<file path="config.mk">
export PLATFORM = sky130hd
export DESIGN_NAME = seg_scan_display_flat
export DESIGN_NICKNAME = d
export VERILOG_FILES = /design/src/rtl/seg_scan_display_pkg.sv /design/src/rtl/seg_scan_display_if.sv /design/src/rtl/seg_glyph_decode.sv /design/src/rtl/seg_scan_display.sv /design/src/flat_wrapper.sv
export SDC_FILE = /design/constraint.sdc
export NUM_CORES = 1
export LEC_CHECK = 0
export CAP_MARGIN = 20
export CORE_UTILIZATION = 51
export DETAILED_ROUTE_END_ITERATION = 10
export PLACE_DENSITY = 0.76
export RECOVER_POWER = 100
export SETUP_SLACK_MARGIN = 0.1
export SLEW_MARGIN = 20
export SYNTH_ARGS = -nofsm -noshare
export SYNTH_HDL_FRONTEND = slang
export SYNTH_SLANG_ARGS = --single-unit
</file>
<file path="constraint.sdc">
create_clock -name clk -period 3.1 [get_ports clk]
set_input_delay 0.31 -clock clk [delete_from_list [all_inputs] [get_ports clk]]
set_output_delay 0.31 -clock clk [all_outputs]
set_load 0.1 [all_outputs]
</file>
<file path="src/rtl/seg_scan_display_pkg.sv">
// Shared glyph codes and segment patterns for the multiplexed seven-segment driver.
// Segment bit order is {a,b,c,d,e,f,g,dp}, active-high.
package seg_pkg;

  localparam logic [4:0] GLY_DASH  = 5'h10;
  localparam logic [4:0] GLY_P     = 5'h11;
  localparam logic [4:0] GLY_L     = 5'h12;
  localparam logic [4:0] GLY_H     = 5'h13;
  localparam logic [4:0] GLY_U     = 5'h14;
  localparam logic [4:0] GLY_BLANK = 5'h1F;

  localparam logic [7:0] SEG_OFF  = 8'b0000_0000;
  localparam logic [7:0] SEG_0    = 8'b1111_1100;
  localparam logic [7:0] SEG_1    = 8'b0110_0000;
  localparam logic [7:0] SEG_2    = 8'b1101_1010;
  localparam logic [7:0] SEG_3    = 8'b1111_0010;
  localparam logic [7:0] SEG_4    = 8'b0110_0110;
  localparam logic [7:0] SEG_5    = 8'b1011_0110;
  localparam logic [7:0] SEG_6    = 8'b1011_1110;
  localparam logic [7:0] SEG_7    = 8'b1110_0000;
  localparam logic [7:0] SEG_8    = 8'b1111_1110;
  localparam logic [7:0] SEG_9    = 8'b1111_0110;
  localparam logic [7:0] SEG_A    = 8'b1110_1110;
  localparam logic [7:0] SEG_B    = 8'b0011_1110;
  localparam logic [7:0] SEG_C    = 8'b1001_1100;
  localparam logic [7:0] SEG_D    = 8'b0111_1010;
  localparam logic [7:0] SEG_E    = 8'b1001_1110;
  localparam logic [7:0] SEG_F    = 8'b1000_1110;
  localparam logic [7:0] SEG_DASH = 8'b0000_0010;
  localparam logic [7:0] SEG_P    = 8'b1100_1110;
  localparam logic [7:0] SEG_L    = 8'b0001_1100;
  localparam logic [7:0] SEG_H    = 8'b0110_1110;
  localparam logic [7:0] SEG_U    = 8'b0111_1100;

endpackage

</file>
<file path="src/rtl/seg_scan_display_if.sv">
// Picture-load and pin-side signals of the scan driver; master is the mode/status logic.
interface seg_scan_display_if #(
  parameter int DIGITS = 8
);
  logic                  enable;
  logic                  load;
  logic [5*DIGITS-1:0]   codes;
  logic [DIGITS-1:0]     dp_mask;
  logic [DIGITS-1:0]     blink_mask;
  logic [7:0]            seg;
  logic [DIGITS-1:0]     tubsel;
  logic                  busy;

  modport master (
    output enable, load, codes, dp_mask, blink_mask,
    input  seg, tubsel, busy
  );

  modport slave (
    input  enable, load, codes, dp_mask, blink_mask,
    output seg, tubsel, busy
  );
endinterface

</file>
<file path="src/rtl/seg_glyph_decode.sv">
// Combinational 5-bit glyph code to segments a..g; the decimal point is added by the caller.
module seg_glyph_decode
  import seg_pkg::*;
(
  input  logic [4:0] code_i,
  output logic [6:0] seg_o
);

  always_comb begin
    // NOTE: the default assignment before the case keeps every path driven, so no latch.
    seg_o = SEG_OFF[7:1];
    unique case (code_i)
      5'h00:    seg_o = SEG_0[7:1];
      5'h01:    seg_o = SEG_1[7:1];
      5'h02:    seg_o = SEG_2[7:1];
      5'h03:    seg_o = SEG_3[7:1];
      5'h04:    seg_o = SEG_4[7:1];
      5'h05:    seg_o = SEG_5[7:1];
      5'h06:    seg_o = SEG_6[7:1];
      5'h07:    seg_o = SEG_7[7:1];
      5'h08:    seg_o = SEG_8[7:1];
      5'h09:    seg_o = SEG_9[7:1];
      5'h0A:    seg_o = SEG_A[7:1];
      5'h0B:    seg_o = SEG_B[7:1];
      5'h0C:    seg_o = SEG_C[7:1];
      5'h0D:    seg_o = SEG_D[7:1];
      5'h0E:    seg_o = SEG_E[7:1];
      5'h0F:    seg_o = SEG_F[7:1];
      GLY_DASH: seg_o = SEG_DASH[7:1];
      GLY_P:    seg_o = SEG_P[7:1];
      GLY_L:    seg_o = SEG_L[7:1];
      GLY_H:    seg_o = SEG_H[7:1];
      GLY_U:    seg_o = SEG_U[7:1];
      default:  seg_o = SEG_OFF[7:1];
    endcase
  end

endmodule

</file>
<file path="src/rtl/seg_scan_display.sv">
// Time-multiplexed seven-segment scanner with double-buffered picture, blanking and blink.
// A new picture is copied into the shadow only at a frame boundary so a frame never tears.
module seg_scan_display
  import seg_pkg::*;
#(
  parameter int DIGITS       = 8,
  parameter int SCAN_DIV     = 12500,
  parameter int BLANK_CYC    = 16,
  parameter int BLINK_FRAMES = 64
) (
  input  logic               clk,
  input  logic               rst_n,
  seg_scan_display_if.slave  bus
);

  localparam int DIV_W = (SCAN_DIV > 1)     ? $clog2(SCAN_DIV)     : 1;
  localparam int IDX_W = (DIGITS > 1)       ? $clog2(DIGITS)       : 1;
  localparam int BLK_W = (BLINK_FRAMES > 1) ? $clog2(BLINK_FRAMES) : 1;

  logic [DIV_W-1:0]    div_cnt_q, div_cnt_d;
  logic [IDX_W-1:0]    idx_q, idx_d;
  logic [BLK_W-1:0]    blink_cnt_q, blink_cnt_d;
  logic                blink_phase_q, blink_phase_d;
  logic [5*DIGITS-1:0] pend_codes_q, pend_codes_d;
  logic [DIGITS-1:0]   pend_dp_q, pend_dp_d, pend_blink_q, pend_blink_d;
  logic [5*DIGITS-1:0] shad_codes_q, shad_codes_d;
  logic [DIGITS-1:0]   shad_dp_q, shad_dp_d, shad_blink_q, shad_blink_d;
  logic                busy_q, busy_d;
  logic [7:0]          seg_q, seg_d;
  logic [DIGITS-1:0]   tubsel_q, tubsel_d;
  logic                div_wrap, frame_wrap, lit;
  logic [6:0]          glyph_seg;

  assign div_wrap   = (div_cnt_q == DIV_W'(SCAN_DIV - 1));
  assign frame_wrap = bus.enable && div_wrap && (idx_q == IDX_W'(DIGITS - 1));

  always_comb begin
    div_cnt_d     = '0;
    idx_d         = '0;
    blink_cnt_d   = '0;
    blink_phase_d = 1'b0;
    if (bus.enable) begin
      div_cnt_d     = div_wrap ? '0 : div_cnt_q + 1'b1;
      idx_d         = idx_q;
      blink_cnt_d   = blink_cnt_q;
      blink_phase_d = blink_phase_q;
      if (div_wrap) idx_d = (idx_q == IDX_W'(DIGITS - 1)) ? '0 : idx_q + 1'b1;
      if (frame_wrap) begin
        if (blink_cnt_q == BLK_W'(BLINK_FRAMES - 1)) begin
          blink_cnt_d   = '0;
          blink_phase_d = ~blink_phase_q;
        end else begin
          blink_cnt_d = blink_cnt_q + 1'b1;
        end
      end
    end
  end

  // A load that cannot wait (scan stopped, or coinciding with the wrap) bypasses pending.
  always_comb begin
    pend_codes_d = pend_codes_q;
    pend_dp_d    = pend_dp_q;
    pend_blink_d = pend_blink_q;
    shad_codes_d = shad_codes_q;
    shad_dp_d    = shad_dp_q;
    shad_blink_d = shad_blink_q;
    busy_d       = busy_q;
    if (bus.load && (!bus.enable || frame_wrap)) begin
      shad_codes_d = bus.codes;
      shad_dp_d    = bus.dp_mask;
      shad_blink_d = bus.blink_mask;
      busy_d       = 1'b0;
    end else begin
      if (frame_wrap && busy_q) begin
        shad_codes_d = pend_codes_q;
        shad_dp_d    = pend_dp_q;
        shad_blink_d = pend_blink_q;
        busy_d       = 1'b0;
      end
      if (bus.load) begin
        pend_codes_d = bus.codes;
        pend_dp_d    = bus.dp_mask;
        pend_blink_d = bus.blink_mask;
        busy_d       = 1'b1;
      end
    end
  end

  seg_glyph_decode u_decode (
    .code_i (shad_codes_q[int'(idx_q)*5 +: 5]),
    .seg_o  (glyph_seg)
  );

  always_comb begin
    lit      = (int'(div_cnt_q) >= BLANK_CYC) && !(blink_phase_q && shad_blink_q[idx_q]);
    seg_d    = SEG_OFF;
    tubsel_d = '0;
    if (bus.enable) begin
      tubsel_d = DIGITS'(1) << idx_q;
      if (lit) seg_d = {glyph_seg, shad_dp_q[idx_q]};
    end
  end

  always_ff @(posedge clk) begin
    // NOTE: non-blocking assignments so every register samples pre-edge values.
    if (!rst_n) begin
      div_cnt_q     <= '0;
      idx_q         <= '0;
      blink_cnt_q   <= '0;
      blink_phase_q <= 1'b0;
      shad_codes_q  <= {DIGITS{GLY_BLANK}};
      shad_dp_q     <= '0;
      shad_blink_q  <= '0;
      busy_q        <= 1'b0;
      seg_q         <= SEG_OFF;
      tubsel_q      <= '0;
    end else begin
      div_cnt_q     <= div_cnt_d;
      idx_q         <= idx_d;
      blink_cnt_q   <= blink_cnt_d;
      blink_phase_q <= blink_phase_d;
      shad_codes_q  <= shad_codes_d;
      shad_dp_q     <= shad_dp_d;
      shad_blink_q  <= shad_blink_d;
      busy_q        <= busy_d;
      seg_q         <= seg_d;
      tubsel_q      <= tubsel_d;
    end
  end

  // NOTE: pending data is left unreset; busy_q alone decides whether it is ever used.
  always_ff @(posedge clk) begin
    pend_codes_q <= pend_codes_d;
    pend_dp_q    <= pend_dp_d;
    pend_blink_q <= pend_blink_d;
  end

  assign bus.seg    = seg_q;
  assign bus.tubsel = tubsel_q;
  assign bus.busy   = busy_q;

endmodule

</file>
<file path="src/flat_wrapper.sv">
// flat-port wrapper written by rule: the top's interface ports become plain ports
module seg_scan_display_flat import seg_pkg::*;
#(
  parameter int DIGITS       = 8,
  parameter int SCAN_DIV     = 12500,
  parameter int BLANK_CYC    = 16,
  parameter int BLINK_FRAMES = 64
)
  (clk, rst_n, bus_enable, bus_load, bus_codes, bus_dp_mask, bus_blink_mask, bus_seg, bus_tubsel, bus_busy);
  seg_scan_display_if #(.DIGITS(DIGITS)) bus_i ();
  input  logic clk;
  input  logic rst_n;
  input wire logic [$bits(bus_i.enable)-1:0] bus_enable;
  input wire logic [$bits(bus_i.load)-1:0] bus_load;
  input wire logic [$bits(bus_i.codes)-1:0] bus_codes;
  input wire logic [$bits(bus_i.dp_mask)-1:0] bus_dp_mask;
  input wire logic [$bits(bus_i.blink_mask)-1:0] bus_blink_mask;
  output wire logic [$bits(bus_i.seg)-1:0] bus_seg;
  output wire logic [$bits(bus_i.tubsel)-1:0] bus_tubsel;
  output wire logic [$bits(bus_i.busy)-1:0] bus_busy;
  assign bus_i.enable = bus_enable;
  assign bus_i.load = bus_load;
  assign bus_i.codes = bus_codes;
  assign bus_i.dp_mask = bus_dp_mask;
  assign bus_i.blink_mask = bus_blink_mask;
  assign bus_seg = bus_i.seg;
  assign bus_tubsel = bus_i.tubsel;
  assign bus_busy = bus_i.busy;
  seg_scan_display #(.DIGITS(DIGITS), .SCAN_DIV(SCAN_DIV), .BLANK_CYC(BLANK_CYC), .BLINK_FRAMES(BLINK_FRAMES)) u_core (.clk(clk), .rst_n(rst_n), .bus(bus_i));
endmodule
</file>
==> run_results.csv, run 1 <==
group,metric,value,unit
global_route,antenna_found_initial,0,
clocking,clockRootBuffer,"clkbuf_16",
sta,period_needed,2.83,ns
clocking,clk_latency,0.43,ns
sta,slew_viol_final,0,
critical_path,cp_num_buf_inv,1,
power,vdd_drop_max,374,uV
outcome,status,"complete, no violations",
routing,drt_pass1_iterations,5,
routing,vias,5611,
yosys,synth_area_leaders,"dfxtp_1 26%, edfxtp_1 23%, a221oi_2 8.2%",
sta,skew,0.00539,ns
yosys,syn_inst,660,
placement,post_dp_cell_area,8180,sq um
die,die_area,14900,sq um
hold_path,hp-class,"reg -> reg",
yosys,yosysWarnings,0,
placement,dpl_worst_slack,0.399,ns
clocking,cts_setup_buffers,0,
sta,setup_viol,0,
placement,dpl.hpwl,11300,um
die,coreArea,14000,sq um
power,p_per_area,547,nW/um^2
finish,num_antenna_cells,0,
critical_path,rrSetupSlack,0.27,ns
critical_path,worst_setup_path_end_kind,"flip-flop",
power,p_leak,3.23,nW
finish,final_area,8630,sq um
clocking,cts_htree_levels,4,
sta,rsz0062_at_grt,"no",
yosys,netlist_area,7360,sq um
die,rows,43,
critical_path,cp.required,3.42,ns
finish,drive_gt1_share,14.3,%
critical_path,crit_path_top_delay_cell,"or4_1",
routing,ant_nets,0,
critical_path,critical_path.max_fanout,17,
routing,drtIter0Drc,605,
yosys,ys_types,55,
global_route,grt_max_degree,57,
yosys,synth_ff_type,"dfxtp_1",
sta,hold_viol,0,
global_route,grt_usage,24.9,%
sta,fmax,354,MHz
yosys,syn_area_per_cell,11.1,sq um
die,dieWidth,122,um
power,power.total,4.72,mW
sta,worst_slew_pin_slew,1.16,ns
routing,routed_wirelength,17700,um
global_route,grt_pass1_wl,28400,um
hold_path,hold_end,"u_core.blink_cnt_q[1]",
critical_path,r2r_end,"u_core.shad_blink_q[4]",
hold_path,hold_start,"u_core.blink_cnt_q[1]",
finish,fill_cells,1120,
sta,fin_crit_sh,91.2,%
global_route,overflow,0,
clocking,clkTransAtPathRegs,0.06,ns
finish,layout.nets,790,
yosys,synth_top_area_share,26.4,%
clocking,cts_tree,"yes",
placement,gp_congestion,0.831,
hold_path,hold_depth,2,
routing,viasPerCell,6.17,
clocking,cts_buffers,17,
critical_path,worst-setup-path-type,"reg -> reg",
routing,routedWlPerCell,19.4,um
placement,io_buffers,76,
critical_path,crit_chain,"or4bb_1 > or4_1 > o21ai_0 > buf_4 > nand2_4 > a211oi_1",
sta,slew_headroom,23.2,%
job,drv_cap,0,
critical_path,start_kind,"flip-flop",
sta,finalSetupTns,0,ns
die,top_level_ports,77,
yosys,synth_top_area_cell,"dfxtp_1",
yosys,synth_edf_count,56,
yosys,async_reset_ff_share,0,%
critical_path,max_stage_delay,0.65,ns
critical_path,worstPathArrival,3.15,ns
yosys,synth_nets,734,
critical_path,cp_top_family,"simple AND/OR/NAND/NOR gates",
yosys,ys_ff_latch,153,
critical_path,r2r_cells,6,
placement,placed_cells,877,
clocking,clock-sinks,153,
routing,drc_errors,0,
clocking,clock_path_buffers,2,
die,initial_core_util,52.6,%
die,dieHeight,122,um
finish,syn_to_final_growth,17.3,%
yosys,seq_area_frac_synth,49.2,%
critical_path,r2r_start,"u_core.div_cnt_q[12]",
finish,fin_cells,909,
sta,setup_slack,0.273,ns
global_route,first_global_vias,5529,
worst max-delay path by stage:
| stage | start | to | slack (ns) | cells after the start |
|---|---|---|---|---|
| final | u_core.div_cnt_q[12] | u_core.shad_blink_q[4] | 0.27 | 6 |
| after detailed placement | u_core.idx_q[1] | u_core.bus.seg[1] | 0.40 | 6 |
| after CTS | u_core.idx_q[1] | u_core.bus.seg[1] | 0.37 | 6 |
| after global routing | u_core.idx_q[1] | u_core.bus.seg[2] | 0.1 | 7 |
| after floorplan | u_core.idx_q[0] | u_core.bus.seg[5] | 0.51 | 9 |
| after global placement | u_core.idx_q[1] | u_core.bus.seg[2] | 0.44 | 9 |
routing by layer:
layer  GRT usage (%)  routed length (um)  up-vias
li1                -                   -     2596
met1            32.5                7690     2763
met2            40.3                8530      228
met3            5.81                1200       24
met4            9.07                 246        0
met5               0                   0        -
stage by stage:
stage	util (%)	hold slack, ns
final	61.7	0.475
after global routing	61.7	0.510
after CTS	62.9	0.450
after detailed placement	58.5	0.472
after global placement	58.5	0.463
after floorplan	-	0.409
sequential cells by signal, summed over array words and instances, names as in the netlist:
| signal | cells |
|---|---|
| u_core.idx_q | 3 |
| u_core.pend_dp_q | 8 |
| u_core.bus.busy | 1 |
| u_core.pend_codes_q | 40 |
| u_core.pend_blink_q | 8 |
| u_core.shad_codes_q | 40 |
| u_core.bus.seg | 8 |
| u_core.div_cnt_q | 14 |
| u_core.shad_blink_q | 8 |
| u_core.shad_dp_q | 8 |
| u_core.bus.tubsel | 8 |
| u_core.blink_phase_q | 1 |
| u_core.blink_cnt_q | 6 |
layout by cell type (no fill, tap or decap), types with 14 or more instances in the layout:
cell type,count
dfxtp_1,97
dlygate4sd3_1,72
nor3_1,59
edfxtp_1,56
inv_1,51
a31oi_1,42
mux2i_1,25
o21ai_0,24
a221oi_2,21
o21ai_1,21
nor2_1,21
buf_4,20
a221oi_1,19
clkbuf_16,17
nand2_1,16
nand3_1,16
mux4_2,14
ha_1,14
final cells by class:
class | instances | area [sq um] | share of cell area (%)
Multi-Input combinational cell | 394 | 3050 | 35.4
Clock buffer | 18 | 439 | 5.09
Timing Repair Buffer | 98 | 915 | 10.6
Sequential cell | 153 | 3620 | 42.0
Tap cell | 180 | 225 | 2.61
Inverter | 52 | 195 | 2.26
Clock inverter | 14 | 179 | 2.07
synth_stat cells, types with 2 or more instances:
library cell / instances
a211oi_1: 6
a211oi_2: 10
a21oi_1: 12
a221oi_2: 40
a31oi_1: 42
and2_1: 3
and3_1: 9
buf_2: 18
buf_6: 6
clkbuf_1: 30
clkbuf_8: 3
dfxtp_1: 97
edfxtp_1: 56
ha_1: 14
inv_1: 51
mux2_2: 6
mux2i_1: 27
mux4_2: 14
nand2_1: 16
nand3_1: 16
nand4_1: 5
nor2_1: 21
nor3_1: 59
nor3b_1: 5
o211ai_1: 2
o21ai_0: 4
o21ai_1: 40
o31ai_1: 2
or3_1: 3
or4_1: 2
or4_4: 2
xnor2_1: 5
xor2_1: 12
kinds of logic (layout without fill, tap and decap cells):
family | count (synthesis) | in the layout | synth area share [%]
compound gates | 165 | 165 | 19.2
xor+xnor | 17 | 17 | 2.02
fa+ha+maj | 14 | 14 | 2.38
buf+inv | 113 | 182 | 7.23
flops | 153 | 153 | 49.2
mux | 47 | 47 | 8.88
simple gates | 151 | 151 | 11.1
report_power, final:
part / internal [mW] / total [mW] / switching (mW)
Clock: 1.35 / 2.17 / 0.818
Sequential: 2.16 / 2.20 / 0.0375
Combinational: 0.143 / 0.354 / 0.210
Total: 3.66 / 4.72 / 1.07
what timing repair did:
action / in CTS / in global routing
gates resized for setup: 0 / 1
hold buffers: 0 / 0
setup endpoints to repair: 0 / 1
worst reg2reg max path, delay by kind of cell, from the launching register on:
family / cells / cell delay (ns)
simple gates: 3 / 1.43
buf+inv: 1 / 0.34
flops: 1 / 0.39
compound gates: 2 / 0.57
Power figures use the tool's default switching activity.
==> inputs of run 2 (changes only) <==
- CAP_MARGIN: 20 -> unset
- CTS_CLUSTER_SIZE: unset -> 16
==> results of run 2 <==
Same layout as run 1: the final DEF is identical, and so are final timing and power.
